[src/rtl/instruction_fetch_pkg.sv]
// Shared definitions for the instruction fetch stage: NOP encoding,
// default text-segment base and fetch FSM state encodings.
package instruction_fetch_pkg;

  localparam logic [31:0] NOP_INSTR         = 32'h0000_0000;
  localparam logic [31:0] TEXT_BASE_DEFAULT = 32'h0040_0000;

  typedef enum logic [1:0] {
    ST_BOOT = 2'd0,
    ST_RUN  = 2'd1,
    ST_HALT = 2'd2
  } fetch_state_e;

endpackage

[src/rtl/instruction_fetch_stats.sv]
// Fetch/stall event counters for the instruction fetch stage.
// Only instantiated when FETCH_STATS_EN is defined. Counters wrap.
module fetch_stats (
  input  logic        clk,
  input  logic        reset,
  input  logic        fetch_i,
  input  logic        stall_i,
  output logic [31:0] fetch_count_o,
  output logic [31:0] stall_count_o
);

  logic [31:0] fetch_count_q;
  logic [31:0] stall_count_q;

  // Count qualified fetch and stall events; events are gated by the caller.
  always_ff @(posedge clk) begin
    if (reset) begin
      fetch_count_q <= '0;
      stall_count_q <= '0;
    end else begin
      if (fetch_i) fetch_count_q <= fetch_count_q + 32'd1;
      if (stall_i) stall_count_q <= stall_count_q + 32'd1;
    end
  end

  assign fetch_count_o = fetch_count_q;
  assign stall_count_o = stall_count_q;

endmodule

[src/rtl/instruction_fetch.sv]
// Instruction fetch stage: PC register, redirect selection, IF/ID
// pipeline register and a BOOT/RUN/HALT sequencer.
// Optional macro FETCH_STATS_EN adds FetchCount/StallCount outputs.
//
// state | meaning
// BOOT  | PC parked at TEXT_BASE, IF/ID bubble, leaves to RUN next edge
// RUN   | normal fetch; out-of-range PC sends FSM to HALT
// HALT  | PC frozen, IF/ID bubble every cycle, only reset exits
module instruction_fetch
  import instruction_fetch_pkg::*;
#(
  parameter int                    DATA_WIDTH   = 32,
  parameter int                    MEMORY_DEPTH = 32,
  parameter logic [DATA_WIDTH-1:0] TEXT_BASE    = DATA_WIDTH'(TEXT_BASE_DEFAULT)
) (
  input  logic                  clk,
  input  logic                  reset,
  input  logic                  Stall,
  input  logic                  Flush,
  input  logic                  BranchTaken,
  input  logic [DATA_WIDTH-1:0] BranchTarget,
  input  logic                  Jump,
  input  logic [DATA_WIDTH-1:0] JumpTarget,
  output logic [DATA_WIDTH-1:0] ImemAddress,
  input  logic [DATA_WIDTH-1:0] ImemInstruction,
  output logic [DATA_WIDTH-1:0] PC,
  output logic [DATA_WIDTH-1:0] IFID_Instruction,
  output logic [DATA_WIDTH-1:0] IFID_PCPlus4,
  output logic                  IFID_Valid,
  output logic                  AddrError
`ifdef FETCH_STATS_EN
  ,
  output logic [31:0]           FetchCount,
  output logic [31:0]           StallCount
`endif
);

  localparam logic [DATA_WIDTH-1:0] MEM_BYTES = DATA_WIDTH'(MEMORY_DEPTH * 4);
  localparam logic [DATA_WIDTH-1:0] BUBBLE    = DATA_WIDTH'(NOP_INSTR);

  fetch_state_e          state_q;
  logic [DATA_WIDTH-1:0] pc_q;
  logic [DATA_WIDTH-1:0] ifid_instr_q;
  logic [DATA_WIDTH-1:0] ifid_pc4_q;
  logic                  ifid_valid_q;
  logic                  addr_err_q;

  logic [DATA_WIDTH-1:0] pc_plus4;
  logic [DATA_WIDTH-1:0] pc_offset;
  logic [DATA_WIDTH-1:0] target_raw;
  logic [DATA_WIDTH-1:0] pc_d;
  logic                  redirect;
  logic                  out_of_range;
  logic                  misaligned_d;

  // Next-PC selection (branch beats jump) and fetch range check.
  always_comb begin
    pc_plus4     = pc_q + DATA_WIDTH'(4);
    pc_offset    = pc_q - TEXT_BASE;
    out_of_range = (pc_q < TEXT_BASE) || (pc_offset >= MEM_BYTES);
    redirect     = BranchTaken || Jump;
    target_raw   = BranchTaken ? BranchTarget : JumpTarget;
    misaligned_d = redirect && (target_raw[1:0] != 2'b00);
    pc_d         = redirect ? {target_raw[DATA_WIDTH-1:2], 2'b00} : pc_plus4;
  end

  // Fetch sequencer with PC and IF/ID registers; reset wins over everything.
  always_ff @(posedge clk) begin
    if (reset) begin
      state_q      <= ST_BOOT;
      pc_q         <= TEXT_BASE;
      ifid_instr_q <= BUBBLE;
      ifid_pc4_q   <= '0;
      ifid_valid_q <= 1'b0;
      addr_err_q   <= 1'b0;
    end else begin
      unique case (state_q)
        ST_BOOT: begin
          state_q      <= ST_RUN;
          ifid_instr_q <= BUBBLE;
          ifid_pc4_q   <= '0;
          ifid_valid_q <= 1'b0;
        end
        ST_RUN: begin
          if (out_of_range) begin
            // The offending word is never captured.
            state_q      <= ST_HALT;
            addr_err_q   <= 1'b1;
            ifid_instr_q <= BUBBLE;
            ifid_pc4_q   <= '0;
            ifid_valid_q <= 1'b0;
          end else begin
            if (!Stall) begin
              pc_q <= pc_d;
              if (misaligned_d) addr_err_q <= 1'b1;
            end
            if (Flush) begin
              ifid_instr_q <= BUBBLE;
              ifid_pc4_q   <= '0;
              ifid_valid_q <= 1'b0;
            end else if (!Stall) begin
              ifid_instr_q <= ImemInstruction;
              ifid_pc4_q   <= pc_plus4;
              ifid_valid_q <= 1'b1;
            end
          end
        end
        ST_HALT: begin
          ifid_instr_q <= BUBBLE;
          ifid_pc4_q   <= '0;
          ifid_valid_q <= 1'b0;
        end
        default: state_q <= ST_BOOT;
      endcase
    end
  end

  assign ImemAddress      = pc_offset;
  assign PC               = pc_q;
  assign IFID_Instruction = ifid_instr_q;
  assign IFID_PCPlus4     = ifid_pc4_q;
  assign IFID_Valid       = ifid_valid_q;
  assign AddrError        = addr_err_q;

`ifdef FETCH_STATS_EN
  logic fetch_evt;
  logic stall_evt;

  // A fetch counts only when a real instruction lands in IF/ID.
  always_comb begin
    fetch_evt = (state_q == ST_RUN) && !out_of_range && !Stall && !Flush;
    stall_evt = (state_q == ST_RUN) && Stall;
  end

  fetch_stats u_fetch_stats (
    .clk           (clk),
    .reset         (reset),
    .fetch_i       (fetch_evt),
    .stall_i       (stall_evt),
    .fetch_count_o (FetchCount),
    .stall_count_o (StallCount)
  );
`endif

endmodule
[config.mk]
export PLATFORM = sky130hd
export DESIGN_NAME = instruction_fetch
export DESIGN_NICKNAME = d
export VERILOG_FILES = /design/src/rtl/instruction_fetch_pkg.sv /design/src/rtl/instruction_fetch_stats.sv /design/src/rtl/instruction_fetch.sv
export SDC_FILE = /design/constraint.sdc
export NUM_CORES = 1
export LEC_CHECK = 0
export BUFFER_PORTS_ARGS = -buffer_cell sky130_fd_sc_hd__buf_2
export CORE_MARGIN = 10
export CORE_UTILIZATION = 30
export CTS_CLUSTER_SIZE = 20
export DETAILED_ROUTE_END_ITERATION = 7
export GPL_TIMING_DRIVEN = 0
export MAX_ROUTING_LAYER = met4
export SETUP_SLACK_MARGIN = 0.02
export SYNTH_ARGS = -nofsm -noshare
export SYNTH_HDL_FRONTEND = slang
export SYNTH_SLANG_ARGS = --single-unit
[constraint.sdc]
create_clock -name clk -period 3.4 [get_ports clk]
set_input_delay 0 -clock clk [delete_from_list [all_inputs] [get_ports clk]]
set_output_delay 0 -clock clk [all_outputs]
set_load 0.05 [all_outputs]
Word level (Yosys, flattened, before mapping)
Cells that the tools add are included.
{"block": "totals", "ff_bits": 100, "in_bits": 102, "output_inout_bits": 130, "word_cells": 49}
{"block": "classes", "add_sub_neg": 2, "n_lt_le_gt_ge": 2, "n_eq_ne": 5, "n_mux": 19, "bitwise_logic": 3, "reduce_logical": 12}
{"operator": "$mux 32", "count": 8}
{"operator": "$pmux 32 s2", "count": 2}
{"operator": "$add 32x3->32 const B", "count": 1}
{"operator": "$ge 32x8->1 const B", "count": 1}
{"operator": "$lt 32x23->1 const B", "count": 1}
{"operator": "$sub 32x23->32 const B", "count": 1}
{"operator": "$mux 1", "count": 6}
{"operator": "$pmux 2 s3", "count": 1}
{"operator": "$reduce_and 3->1", "count": 2}
{"operator": "$reduce_bool 2->1", "count": 3}
{"operator": "$ne 4x4->1 const B", "count": 1}
{"operator": "$reduce_and 2->1", "count": 2}
{"operator": "$not 1->1", "count": 3}
{"operator": "$eq 2x1->1 const B", "count": 1}
{"operator": "$eq 2x2->1 const B", "count": 1}
{"operator": "$logic_not 2->1", "count": 1}
{"operator": "$logic_or 1x1->1", "count": 2}
{"operator": "$mux 2", "count": 1}
{"operator": "$ne 2x1->1 const B", "count": 1}
{"operator": "$ne 2x2->1 const B", "count": 1}
{"operator": "$pmux 1 s2", "count": 1}
{"operator": "$reduce_or 2->1", "count": 1}
{"operator": "$logic_and 1x1->1", "count": 1}

Depth between registers and ports, before layout
{"block": "depth", "ltp_word": 6, "mapped_depth": 11, "depth_no_buf": 7}

Worst setup path before layout
OpenSTA, ideal clock, no wires.
{"block": "synth_timing", "kind": "reg2reg", "from": "register pc_q[22] (netlist: PC[22])", "to": "register ifid_instr_q[0] (netlist: IFID_Instruction[0])", "setup_ns": 0.117, "t_arrival_ns": 3.273, "required_ns": 3.283, "path_slack_ns": 0.010, "path_stages_with_launch": 12, "path_buffers": 4, "period_less_slack_ns": 3.390, "cell_sequence": "dfxtp_1 -> inv_1 -> ha_1 -> or4b_1 -> clkbuf_1 -> and4_1 -> or3_1 -> buf_2 -> a41o_1 -> buf_6 -> buf_6 -> a32o_1"}
{"block": "synth_via", "elab_chain_cells": 5, "elab_cells_between_ends": 8, "classes_between": "add/sub (1); order compare (2); eq/ne (1); mux (2); reduce/logical (2)"}
{"element": "start: declaration", "line_no": "instruction_fetch.sv:42", "rtl": "logic [DATA_WIDTH-1:0] pc_q;"}
{"element": "start signal: assignment", "line_no": "instruction_fetch.sv:94", "rtl": "pc_q <= pc_d;"}
{"element": "$sub 32x23->32 (*)", "line_no": "instruction_fetch.sv:59", "rtl": "pc_offset = pc_q - TEXT_BASE;"}
{"element": "via ImemAddress[22]", "line_no": "instruction_fetch.sv:24", "rtl": "output logic [DATA_WIDTH-1:0] ImemAddress,"}
{"element": "$ge 32x8->1 (*)", "line_no": "instruction_fetch.sv:60", "rtl": "out_of_range = (pc_q < TEXT_BASE) || (pc_offset >= MEM_BYTES);"}
{"element": "$logic_or 1x1->1 (*)", "line_no": "instruction_fetch.sv:60"}
{"element": "$ne 4x4->1 (no source line) or $mux 32 (tied branches)"}
{"element": "$reduce_and 2->1 (no source line) or $pmux 32 s2 (tied branches)"}
{"element": "end signal: assignment", "line_no": "instruction_fetch.sv:102", "rtl": "ifid_instr_q <= ImemInstruction;"}
{"element": "end: declaration", "line_no": "instruction_fetch.sv:43", "rtl": "logic [DATA_WIDTH-1:0] ifid_instr_q;"}
Mark *: on every way through the listed nets, which the timed path passes. The rest lies on a longest branch.
A chain may end at the register's enable or synchronous reset.

Worst setup path after layout
{"block": "layout_timing", "from": "register pc_q[23] (netlist: PC[23])", "to": "register ifid_instr_q[6] (netlist: IFID_Instruction[6])"}
{"block": "layout_via", "elab_chain_cells": 5, "elab_cells_between_ends": 8, "classes_between": "add/sub (1); order compare (2); eq/ne (1); mux (2); reduce/logical (2)"}
{"element": "$sub 32x23->32", "line_no": "instruction_fetch.sv:59"}
{"element": "$ge 32x8->1", "line_no": "instruction_fetch.sv:60"}
{"element": "$logic_or 1x1->1 (*)", "line_no": "instruction_fetch.sv:60"}
{"element": "$ne 4x4->1 (no source line) or $mux 32 (tied branches)"}
{"element": "$reduce_and 2->1 (no source line) or $pmux 32 s2 (tied branches)"}
Every way passes the cells marked *; elsewhere a longest branch is shown, timed or not.

==> Flow_metrics.wiki <==
{| class="wikitable"
! Metric !! Value
|-
| Vias in the first global route || approximately 5000
|-
| HP Class || in -> reg
|-
| Period minus WS final || around 3.1 ns
|-
| Wire length of the first global-routing pass || 27600 um
|-
| Global route overflow || 0
|-
| Clock root cell || sky130_fd_sc_hd__clkbuf_16
|-
| Proportion of synthesized chip area in sequential cells || between 40% and 50%
|-
| Number of maximum-capacitance constraint violations || 0
|-
| Power Density || roughly 830 nW/um2
|-
| Final ANT Viol Nets || 0
|-
| Type of destination of the critical path || register
|-
| Leakage dissipation || 3.23 nW
|-
| Minimum setup slack after placement || approximately 0.19 ns
|-
| Number of vias per cell after detailed routing || just over 5
|-
| Area of the die || roughly 20000 um2
|-
| DRT Wirelength || ~18000 um
|-
| Inserted Clock Buffers || 9
|-
| R2r startpoint || PC[23]
|-
| Dominant cells by area after synthesis || sky130_fd_sc_hd__dfxtp_1 (43%), sky130_fd_sc_hd__a32o_1 (9.3%), sky130_fd_sc_hd__buf_4 (4.1%), sky130_fd_sc_hd__and3_1 (3.0%), sky130_fd_sc_hd__nand2_1 (3.0%)
|-
| Starting density of the core || a little under a third
|-
| Core ar. || around 15000 um2
|-
| Via count of the routed design || between 4000 and 5000
|-
| Total DRC errors in the routed layout || 0
|-
| CP Data Arrival Time || around 3.4 ns
|-
| Distinct cell type count of the synthesized netlist || 61
|-
| Required time of the worst setup path || approximately 3.6 ns
|-
| Final Hold Slack || -0.00362 ns
|-
| Number of cells produced by synthesis || just under 500
|-
| Crit path setup slack, layout || 0.272 ns
|-
| Synthesis-to-layout area growth || 48.6%
|-
| Total met3 wirelength after detailed routing || between 800 and 900 um
|-
| Clock Path Buffers || 2
|-
| Die Y || between 100 and 150 um
|-
| Setup clock skew after layout || between 0.015 and 0.02 ns
|-
| Relative slew slack || between 50% and 60%
|-
| Syn_area_per_cell || slightly above 9 um2
|-
| Overall Power || around 5.6 mW
|-
| Maximum clock frequency || 0.320 GHz
|-
| Unrepaired setup endpoints after global routing || false
|-
| Fraction of synthesized cell area taken by the top area cell type || 42.9%
|-
| Number of standard cells in the layout, taps in and fillers out || slightly below 1000
|-
| Fraction of layout instances using a drive strength above 1 || 37.6%
|-
| Worst hold stages || 3
|-
| Path type of the worst setup path || reg -> reg
|-
| HPWL reported at the end of detailed placement || roughly 14000 um
|-
| Clock net sink count || just under 100
|-
| Count of endpoints failing setup in the final report || 0
|-
| Synth Cell Area || between 4000 and 5000 um2
|-
| Async SR Flop Fraction || 0%
|-
| Final Hold Violating Endpoints || 1
|-
| All-Layer GR Usage || 17.7%
|-
| Clock slew seen by the registers of the worst setup and hold paths || 0.09 ns
|-
| Beginning of the worst hold path || BranchTarget[20]
|-
| Setup_tns || 0 ns
|-
| Final routed wire length divided by cell count || about 19 um
|-
| Number of antenna violations at the first check in global routing || 2
|-
| Max Fanout on Critical Path || 10
|-
| Number of synthesized register bits || 97
|-
| Predominant post-synthesis flop cell || sky130_fd_sc_hd__dfxtp_1
|-
| IR drop worst, VDD || between 0.0003 and 0.0004 V
|-
| # H-tree levels || 3
|-
| Length of routed met2 wiring || about 9400 um
|-
| Port Buffers || 225
|-
| DRC marker count from the first detailed-route iteration || 420
|-
| Result of the run || complete, but fails checks
|-
| CTS tree || done
|-
| Total I/O pin count || between 200 and 250
|-
| Transition time of the tightest slew-check pin || 0.663 ns
|-
| Launching element type of the critical path || register
|-
| Width of the die || about 140 um
|-
| Yosys warnings || 0
|-
| Routability cong. || ~0.87
|-
| Violations in the final reports || hold timing
|-
| Cell accounting for the most synthesized area || sky130_fd_sc_hd__dfxtp_1
|-
| Ranking of synthesized cells by instance count || sky130_fd_sc_hd__dfxtp_1 (97), sky130_fd_sc_hd__a32o_1 (42), sky130_fd_sc_hd__nand2_1 (36), sky130_fd_sc_hd__clkbuf_1 (32), sky130_fd_sc_hd__buf_4 (25)
|-
| Row cnt || 44
|-
| R2R cell count || 11
|-
| Number of max-slew violations in the final report || 0
|-
| Pin count of the biggest net entering global routing || 22
|-
| Worst skew pair latency || ~0.37 ns
|-
| Post-synth EDFFs || 0
|-
| Placed Cells || 900
|-
| Nets || a little under 900
|-
| Highest layer used for signal routing || met4
|-
| Timing startpoint of the critical path || PC[23]
|-
| Total iterations of the first detailed-routing run || 5
|-
| Most numerous cell in the Yosys netlist || sky130_fd_sc_hd__dfxtp_1
|-
| Fin crit share || around 90%
|-
| Met1 Wirelength || roughly 7300 um
|}
==> registers in the layout, indices dropped and copies added (netlist names) <==
signal            cells
AddrError             1
state_q               2
IFID_PCPlus4         31
PC                   30
IFID_Valid            1
IFID_Instruction     32
==> layout by cell type (no fill, tap or decap), types with 4 or more instances in the layout <==
cell type	synthesis	routed
sky130_fd_sc_hd__buf_2	6	231
sky130_fd_sc_hd__dfxtp_1	97	96
sky130_fd_sc_hd__dlygate4sd3_1	0	49
sky130_fd_sc_hd__a32o_1	42	42
sky130_fd_sc_hd__nand2_1	36	36
sky130_fd_sc_hd__clkbuf_1	32	31
sky130_fd_sc_hd__buf_4	25	25
sky130_fd_sc_hd__nor2_1	22	22
sky130_fd_sc_hd__and3_1	22	22
sky130_fd_sc_hd__o31ai_1	17	17
sky130_fd_sc_hd__a22oi_1	17	17
sky130_fd_sc_hd__nor4_1	14	13
sky130_fd_sc_hd__o21ai_0	13	13
sky130_fd_sc_hd__inv_1	13	12
sky130_fd_sc_hd__a21oi_1	10	10
sky130_fd_sc_hd__nand3_1	9	9
sky130_fd_sc_hd__clkbuf_16	0	9
sky130_fd_sc_hd__nor3_1	8	8
sky130_fd_sc_hd__xnor2_1	8	8
sky130_fd_sc_hd__or2_2	7	7
sky130_fd_sc_hd__nand4_1	6	6
sky130_fd_sc_hd__xor2_1	5	5
sky130_fd_sc_hd__buf_6	5	5
sky130_fd_sc_hd__ha_1	5	5
sky130_fd_sc_hd__nor2b_1	4	4
sky130_fd_sc_hd__and4_1	4	4
sky130_fd_sc_hd__conb_1	1	4
sky130_fd_sc_hd__clkinv_8	0	4
==> per-stage QoR <==
stage,instance area (um2),util (%),hold WS [ns]
floorplan,4540,-,0.126
global placement,5900,40.3,0.211
detailed placement,5900,40.3,0.213
CTS,6710,45.8,0.000534
global route,6720,45.9,0.00249
finish,6720,45.9,-0.00362
==> cell type report <==
class	count	area [um2]
buffer	71	407
fill	1424	7920
clock buffer	9	225
multi-input combinational	309	2140
tap	184	230
sequential	97	1940
antenna	3	7.51
clock inverter	7	93.8
timing repair buffer	274	1620
inverter	14	56.3
==> worst paths after layout <==
| kind | endpoint | slack [ns] |
|---|---|---|
| setup reg to reg | IFID_Instruction[6] | 0.27 |
| setup / recovery | IFID_Instruction[6] | 0.27 |
| hold reg to reg | state_q[0] | 0.47 |
| hold / removal | PC[20] | -0.004 |
==> cells by family (layout without fill, tap and decap cells) <==
family,after synthesis,in the layout,synth area share [%]
AND/OR/NAND/NOR,146,146,17.4
AO/OA/AOI/OAI,135,135,24.2
flip-flops,97,97,42.9
buffers and inverters,85,375,10.1
XOR/XNOR,13,13,2.52
multiplexers,6,6,1.41
adder cells (fa/ha/maj),5,5,1.38
other,1,7,0.0829
==> per-layer routing <==
metal | track usage, % | vias to the layer above
li1 | - | 2403
met1 | 19.7 | 2352
met2 | 30.1 | 184
met3 | 3.68 | 35
met4 | 7.65 | 0
met5 | - | -
==> power breakdown <==
group | internal (mW) | switching (mW) | leakage (nW)
Sequential | 1.29 | 0.203 | 0.783
Combinational | 0.930 | 2.09 | 2.29
Clock | 0.532 | 0.527 | 0.154
==> critical path: stages (launching register included) <==
cell and delay [ns]:
sky130_fd_sc_hd__dfxtp_1 0.41, sky130_fd_sc_hd__inv_1 0.19, sky130_fd_sc_hd__ha_1 0.28, sky130_fd_sc_hd__or4b_1 0.44, sky130_fd_sc_hd__clkbuf_1 0.18, sky130_fd_sc_hd__and4_1 0.21, sky130_fd_sc_hd__or3_1 0.35, sky130_fd_sc_hd__buf_2 0.16
sky130_fd_sc_hd__a41o_1 0.25, sky130_fd_sc_hd__buf_6 0.15, sky130_fd_sc_hd__buf_6 0.14, sky130_fd_sc_hd__a32o_1 0.25
==> repair_timing <==
item,in CTS,in global routing
hold buffers,49,0
gates resized for setup,0,3
buffers inserted,0,0
endpoints found under the hold margin,46,0
setup endpoints to repair,0,32
Note: power is estimated with default switching activity, not from simulation.
